<file path="config.mk">
export PLATFORM = sky130hd
export DESIGN_NAME = inst_fetch_ctrl
export DESIGN_NICKNAME = d
export VERILOG_FILES = /design/src/rtl/cpu_defs_pkg.sv /design/src/rtl/inst_fetch_ctrl.sv
export SDC_FILE = /design/constraint.sdc
export NUM_CORES = 1
export LEC_CHECK = 0
export ABC_AREA = 1
export CORE_MARGIN = 2
export CORE_UTILIZATION = 41
export CTS_CLUSTER_DIAMETER = 150
export DETAILED_ROUTE_END_ITERATION = 6
export PLACE_DENSITY = 0.88
export SLEW_MARGIN = 20
export SYNTH_ARGS = -nofsm -noshare
export SYNTH_HDL_FRONTEND = slang
export SYNTH_SLANG_ARGS = --single-unit
export TNS_END_PERCENT = 5
</file>
<file path="constraint.sdc">
create_clock -name clk -period 2.6 [get_ports clk]
set_clock_uncertainty 0.2 [all_clocks]
set_input_delay 0.52 -clock clk [delete_from_list [all_inputs] [get_ports clk]]
set_output_delay 0.52 -clock clk [all_outputs]
set_load 0.05 [all_outputs]
</file>
<file path="src/rtl/cpu_defs_pkg.sv">
// Shared CPU definitions: fetch FSM states and fetch constants.
package cpu_defs_pkg;

    typedef enum logic [1:0] {
        S_REQ,
        S_WAIT,
        S_CANCEL
    } fetch_state_t;

    localparam logic [31:0] RESET_PC_DEFAULT = 32'hBFC0_0000;
    localparam logic [31:0] FETCH_BYTES      = 32'd8;

endpackage

</file>
<file path="src/rtl/inst_fetch_ctrl.sv">
// Instruction fetch sequencer: owns the fetch PC, issues one memory request at a
// time and writes returned instruction pairs into the dual-write instruction FIFO.
module inst_fetch_ctrl
    import cpu_defs_pkg::*;
#(
    parameter logic [31:0] RESET_PC      = RESET_PC_DEFAULT,
    parameter int          DISCARD_CNT_W = 16
) (
    input  logic                     clk,
    input  logic                     resetn,
    input  logic                     redirect_valid,
    input  logic [31:0]              redirect_pc,
    input  logic                     fifo_full,
    output logic                     inst_req,
    output logic [31:0]              inst_addr,
    input  logic                     inst_addr_ok,
    input  logic                     inst_data_ok,
    input  logic [31:0]              inst_rdata1,
    input  logic [31:0]              inst_rdata2,
    output logic                     fifo_rst,
    output logic                     write_en1,
    output logic                     write_en2,
    output logic [31:0]              write_address1,
    output logic [31:0]              write_address2,
    output logic [31:0]              write_data1,
    output logic [31:0]              write_data2,
    output logic [31:0]              fetch_pc_o,
    output logic [DISCARD_CNT_W-1:0] discard_cnt_o
);

    fetch_state_t             state, state_next;
    logic [31:0]              fetch_pc, fetch_pc_next;
    logic [31:0]              req_pc, req_pc_next;
    logic [DISCARD_CNT_W-1:0] discard_cnt;
    logic                     discard_inc;

    always_ff @(posedge clk or negedge resetn) begin
        if (!resetn) begin
            state       <= S_REQ;
            fetch_pc    <= RESET_PC;
            req_pc      <= '0;
            discard_cnt <= '0;
        end else begin
            state    <= state_next;
            fetch_pc <= fetch_pc_next;
            req_pc   <= req_pc_next;
            if (discard_inc && (discard_cnt != '1))
                discard_cnt <= discard_cnt + 1'b1;
        end
    end

    // A redirect always wins the fetch PC; a response that races a redirect is dropped.
    always_comb begin
        state_next    = state;
        fetch_pc_next = fetch_pc;
        req_pc_next   = req_pc;
        discard_inc   = 1'b0;
        unique case (state)
            S_REQ: begin
                if (redirect_valid) begin
                    fetch_pc_next = redirect_pc;
                end else if (!fifo_full && inst_addr_ok) begin
                    req_pc_next = fetch_pc;
                    state_next  = S_WAIT;
                end
            end
            S_WAIT: begin
                if (redirect_valid) begin
                    fetch_pc_next = redirect_pc;
                    if (inst_data_ok) begin
                        discard_inc = 1'b1;
                        state_next  = S_REQ;
                    end else begin
                        state_next  = S_CANCEL;
                    end
                end else if (inst_data_ok) begin
                    fetch_pc_next = req_pc + (req_pc[2] ? 32'd4 : FETCH_BYTES);
                    state_next    = S_REQ;
                end
            end
            S_CANCEL: begin
                if (redirect_valid)
                    fetch_pc_next = redirect_pc;
                if (inst_data_ok) begin
                    discard_inc = 1'b1;
                    state_next  = S_REQ;
                end
            end
            default: state_next = S_REQ;
        endcase
    end

    // Outputs are gated by resetn so nothing leaks out while reset is held.
    always_comb begin
        inst_req       = resetn && (state == S_REQ) && !fifo_full && !redirect_valid;
        inst_addr      = fetch_pc;
        fifo_rst       = resetn && redirect_valid;
        write_en1      = resetn && (state == S_WAIT) && inst_data_ok && !redirect_valid;
        write_en2      = write_en1 && !req_pc[2];
        write_address1 = req_pc;
        write_address2 = req_pc + 32'd4;
        write_data1    = inst_rdata1;
        write_data2    = inst_rdata2;
        fetch_pc_o     = fetch_pc;
        discard_cnt_o  = discard_cnt;
    end

endmodule

</file>
### Yosys cells after proc, flatten, opt, wreduce, memory -nomap -nowiden

Index checks and enable logic that the tools add are counted.

| cells by class | value |
|---|---|
| add/subtract/negate cells | 3 |
| equal/unequal tests | 7 |
| multiplexer cells | 14 |
| bitwise gates (word level) | 1 |
| reductions and logical operators | 19 |

Operators by type and width:

| operator | count |
|---|---|
| $mux W32 | 3 |
| $pmux W32 S2 | 1 |
| $add A32 B3 Y32 const B | 1 |
| $add A32 B4 Y32 | 1 |
| $add A16 B1 Y16 const B | 1 |
| $ne A16 B16 Y1 const B | 1 |
| $logic_and A1 B1 Y1 | 10 |
| $mux W2 | 5 |
| $pmux W2 S3 | 1 |
| $reduce_and A3 Y1 | 2 |
| $mux W4 | 1 |
| $ne A2 B2 Y1 const B | 2 |
| $logic_not A1 Y1 | 3 |
| $ne A3 B3 Y1 const B | 1 |
| $eq A2 B1 Y1 const B | 1 |
| $eq A2 B2 Y1 const B | 1 |
| $logic_not A2 Y1 | 1 |
| $mux W1 | 2 |
| $ne A2 B1 Y1 const B | 1 |
| $pmux W1 S2 | 1 |
| $reduce_and A2 Y1 | 1 |
| $reduce_bool A2 Y1 | 1 |
| $reduce_or A2 Y1 | 1 |
| $not A1 Y1 | 1 |

| word-level totals | value |
|---|---|
| register bits | 82 |
| bits of input ports | 102 |
| output and inout port bits | 212 |
| logic and storage cells | 48 |

### Depth between registers and ports, before layout

| depth | value |
|---|---|
| word-level depth | 5 |
| gate-level depth with buffers | 11 |
| mapped depth without buffers | 11 |

### Worst setup path before layout

Ideal clock, no wire load.

| timing | value |
|---|---|
| kind | reg-to-output |
| start | reg req_pc[2], in the netlist write_address1[2] |
| end | out write_address2[19] |
| data arrival time | 2517 ps |
| data required time | 1880 ps |
| slack | -637 ps |
| cell stages (with the launch flop) | 7 |
| buffers on the path | 0 |
| cells stage by stage | dfrtp_1 -> inv_1 -> nor2_1 -> nand2_1 -> nor2_2 -> nand3_1 -> xor2_1 |

| on the way | value |
|---|---|
| longest elaborated chain between the ends | 1 |

RTL lines:

| item | line | RTL |
|---|---|---|
| start, declared | inst_fetch_ctrl.sv:33 | `logic [31:0] req_pc, req_pc_next;` |
| start signal, assigned | inst_fetch_ctrl.sv:46 | `req_pc <= req_pc_next;` |
| $add A32 B3 Y32 | inst_fetch_ctrl.sv:101 | `write_address2 = req_pc + 32'd4;` |
| end, declared | inst_fetch_ctrl.sv:24 | `output logic [31:0] write_address2,` |

Every way passes these cells.

### Worst setup path after layout

| timing | value |
|---|---|
| start | reg req_pc[2], in the netlist write_address1[2] |
| end | out write_address2[24] |

Same word-level chain as after synthesis.

==> impl_metrics.py <==
metrics = {
    "status": {
        "status": "finished, violations left",
        "violations": "negative setup slack",
    },
    "global_routing": {
        "grt_start_max_net_pins": 83,
        "grt_pass1_wl_um": 29800,
        "first_global_vias": 5810,
        "grt_antenna_before_repair": 0,
        "overflow": 0,
        "grt_usage_pct": 23.7,
    },
    "route": {
        "drt_iter0_drc": 426,
        "vias": 5908,
        "postRouteAntennaNets": 0,
        "wire_per_inst_um": 16.6,
        "drc": 0,
        "dr.pass1.iters": 5,
        "vias_per_cell": 5.15,
        "wl_um": 19000,
    },
    "synthesis": {
        "syn_avg_cell_area_um2": 7.11,
        "netlist_instances": 845,
        "synthSimpleGateAreaFrac_pct": 30.4,
        "synth_compound_area_share_pct": 8.89,
        "synth-edff-count": 0,
        "synthXorXnorAreaFrac_pct": 5.83,
        "synthAdderAreaFrac_pct": 1.46,
        "synthMuxAreaShare_pct": 0,
        "synthTopCellsByArea": "dfrtp_1, nand2_1, buf_4",
        "ys_warn_count": 0,
        "synth_flop_cell": "dfrtp_1",
        "ys_types": 39,
        "synthArstFlopShare_pct": 100,
        "synthTopCellsByCount": "nand2_1, buf_4, nor2_1, dfrtp_1, inv_1",
        "synth_most_common_cell": "nand2_1",
        "syn_area_um2": 6010,
        "ys_ff_latch": 82,
        "synth_top_cell_by_area": "dfrtp_1",
        "seq_area_frac_synth_pct": 34.3,
        "yosys.area.top_type_share_pct": 30.4,
        "syn_nets": 954,
        "synth_top_family_by_area": "simple AND/OR/NAND/NOR gates",
    },
    "clock_tree": {
        "cts_tree": "yes",
        "cts_buffer_depth": 2,
        "clk_pin_slew_ns": 0.06,
        "cts-htree-levels": 3,
        "cts_sinks": 82,
        "root_buffer": "clkbuf_16",
        "insertion_delay_ns": 0.35,
        "cts_hold_buffers": 0,
        "cts_made_buffers": 9,
    },
    "timing": {
        "slew_headroom_pct": 46.3,
        "period_minus_slack_ns": 2.69,
        "worst_slew_pin_slew_ns": 0.805,
        "drv_slew": 0,
        "min_period_over_period_pct": 104,
        "rsz0062_at_grt": "yes",
        "worst_slack_ns": -0.0946,
        "hold_viol": 0,
        "setup_viol": 15,
        "max_freq_mhz": 371,
    },
    "worst_setup_path": {
        "crit_path_start_kind": "flop",
        "critPathRequiredTime_ns": 1.88,
        "cp-end-kind": "primary output",
        "cp_max_fo": 4,
        "crit_type": "reg -> out",
        "critPathArrivalTime_ns": 1.97,
    },
    "power": {
        "p_leak_nw": 3.58,
        "vdd_drop_max_mv": 0.949,
        "p_per_area_nw_per_um2": 1570,
    },
    "placed_design": {
        "place_inst": 1121,
        "portBuffers": 185,
        "place_area_um2": 7950,
        "gp_congestion": 0.938,
        "hpwlAfterDp_um": 14200,
    },
    "layout": {
        "antenna_cells": 0,
        "nets": 1067,
        "final_design_area_no_fill_um2": 8510,
        "instances_no_fill": 1147,
        "fillers": 1207,
        "syn_to_final_growth_pct": 41.5,
        "layout-drive-gt1-share_pct": 21.3,
    },
    "die": {
        "die_area_um2": 15600,
        "die_w_um": 125,
        "design.core.area_um2": 14400,
        "start_util_pct": 41.7,
        "pin_count": 314,
        "die_y_um": 125,
        "rows": 44,
    },
    "flow_run": {
        "drv_cap": 0,
    },
    "hold_path": {
        "min_path_type": "in -> async",
    },
}
==> layout by cell type, fill, tap and decap left out, drive strengths merged, types with 4 or more instances in the layout <==
master         count
clkbuf            12
nor3               9
dfstp              9
xor2              36
inv               77
dfrtp             73
nand3             44
clkdlybuf4s50    149
o21ai             73
xnor2              4
ha                 7
nor2             108
buf               72
a21oi             11
nand2            251
nand3b             5
==> through the flow <==
| step | utilization (%) | worst slack, ns | hold WS, ns | TNS, ns | total power [mW] |
|---|---|---|---|---|---|
| final | 59.0 | -0.0946 | 0.103 | -0.590 | 13.4 |
| after global routing | 59.0 | -0.171 | 0.195 | -2.07 | 13.9 |
| after CTS | 58.0 | -0.0901 | 0.298 | -0.636 | 13.3 |
| after detailed placement | 55.1 | 0.0687 | 0.287 | 0 | 11.9 |
| after global placement | 55.1 | 0.152 | 0.277 | 0 | 11.8 |
| after floorplan | - | -0.411 | 0.0244 | -6.99 | 8.87 |
==> worst max-delay path, cell delays in order (launching register included) <==
cell and delay (ns):
dfrtp_2 0.43, ha_4 0.16, inv_2 0.05, nor2_4 0.09, inv_2 0.08, nor2_4 0.13, nand2_2 0.10, nor2_4 0.13
nand2_2 0.08, xor2_2 0.21, buf_12 0.17
==> worst paths after layout <==
| check | from | cells past startpoint | end | slack [ns] |
|---|---|---|---|---|
| max | write_address1[2] | 10 | write_address2[24] | -0.09 |
| min | resetn | 2 | discard_cnt_o[0] | 0.10 |
| max reg2reg | write_address1[2] | 12 | fetch_pc_o[27] | 0.26 |
| min reg2reg | fetch_pc_o[27] | 2 | fetch_pc_o[27] | 0.29 |
| max in group asynchronous | resetn | 2 | write_address1[18] | 1.47 |
| min in group clk | fetch_pc_o[27] | 2 | fetch_pc_o[27] | 0.29 |
==> area by class of cell <==
type,count,area (µm²),share of cell area [%]
multi-input cells,566,3150,37.0
clock buffers,12,246,2.90
flip-flops and latches,82,2080,24.4
repair buffers,222,2480,29.1
well taps,184,230,2.71
clock inverters,4,27.5,0.324
inverters,77,295,3.47
==> flip-flops by register name, indices dropped and copies added (netlist names) <==
| register | count |
|---|---|
| write_address1 | 32 |
| state | 2 |
| fetch_pc_o | 32 |
| discard_cnt_o | 16 |
==> metal layers <==
layer | wire [µm] | up-vias | part of all wire (%) | track usage, %
li1 | - | 2746 | - | -
met1 | 7020 | 2785 | 37 | 26.8
met2 | 9560 | 322 | 50 | 41.5
met3 | 1840 | 55 | 9.7 | 8.30
met4 | 603 | 0 | 3.2 | 8.30
met5 | 0 | - | 0 | 0
==> cells by family after synthesis <==
logic type,count (synthesis)
AND/OR/NAND/NOR,425
buffers and inverters,197
AO/OA/AOI/OAI,94
flip-flops,82
XOR/XNOR,40
adder cells (fa/ha/maj),7
==> power by group <==
part           leakage [nW]  switching, mW  internal, mW  total [mW]
registers             0.985          0.775          1.93        2.71
logic                  2.46           6.15          3.27        9.42
clock network         0.137          0.554         0.677        1.23
==> repair_timing <==
item                       CTS  global route
pin swaps                    9             8
buffers inserted             4             6
resized for setup           34            26
setup endpoints to repair   22            25
(Power assumes the default switching activity.)
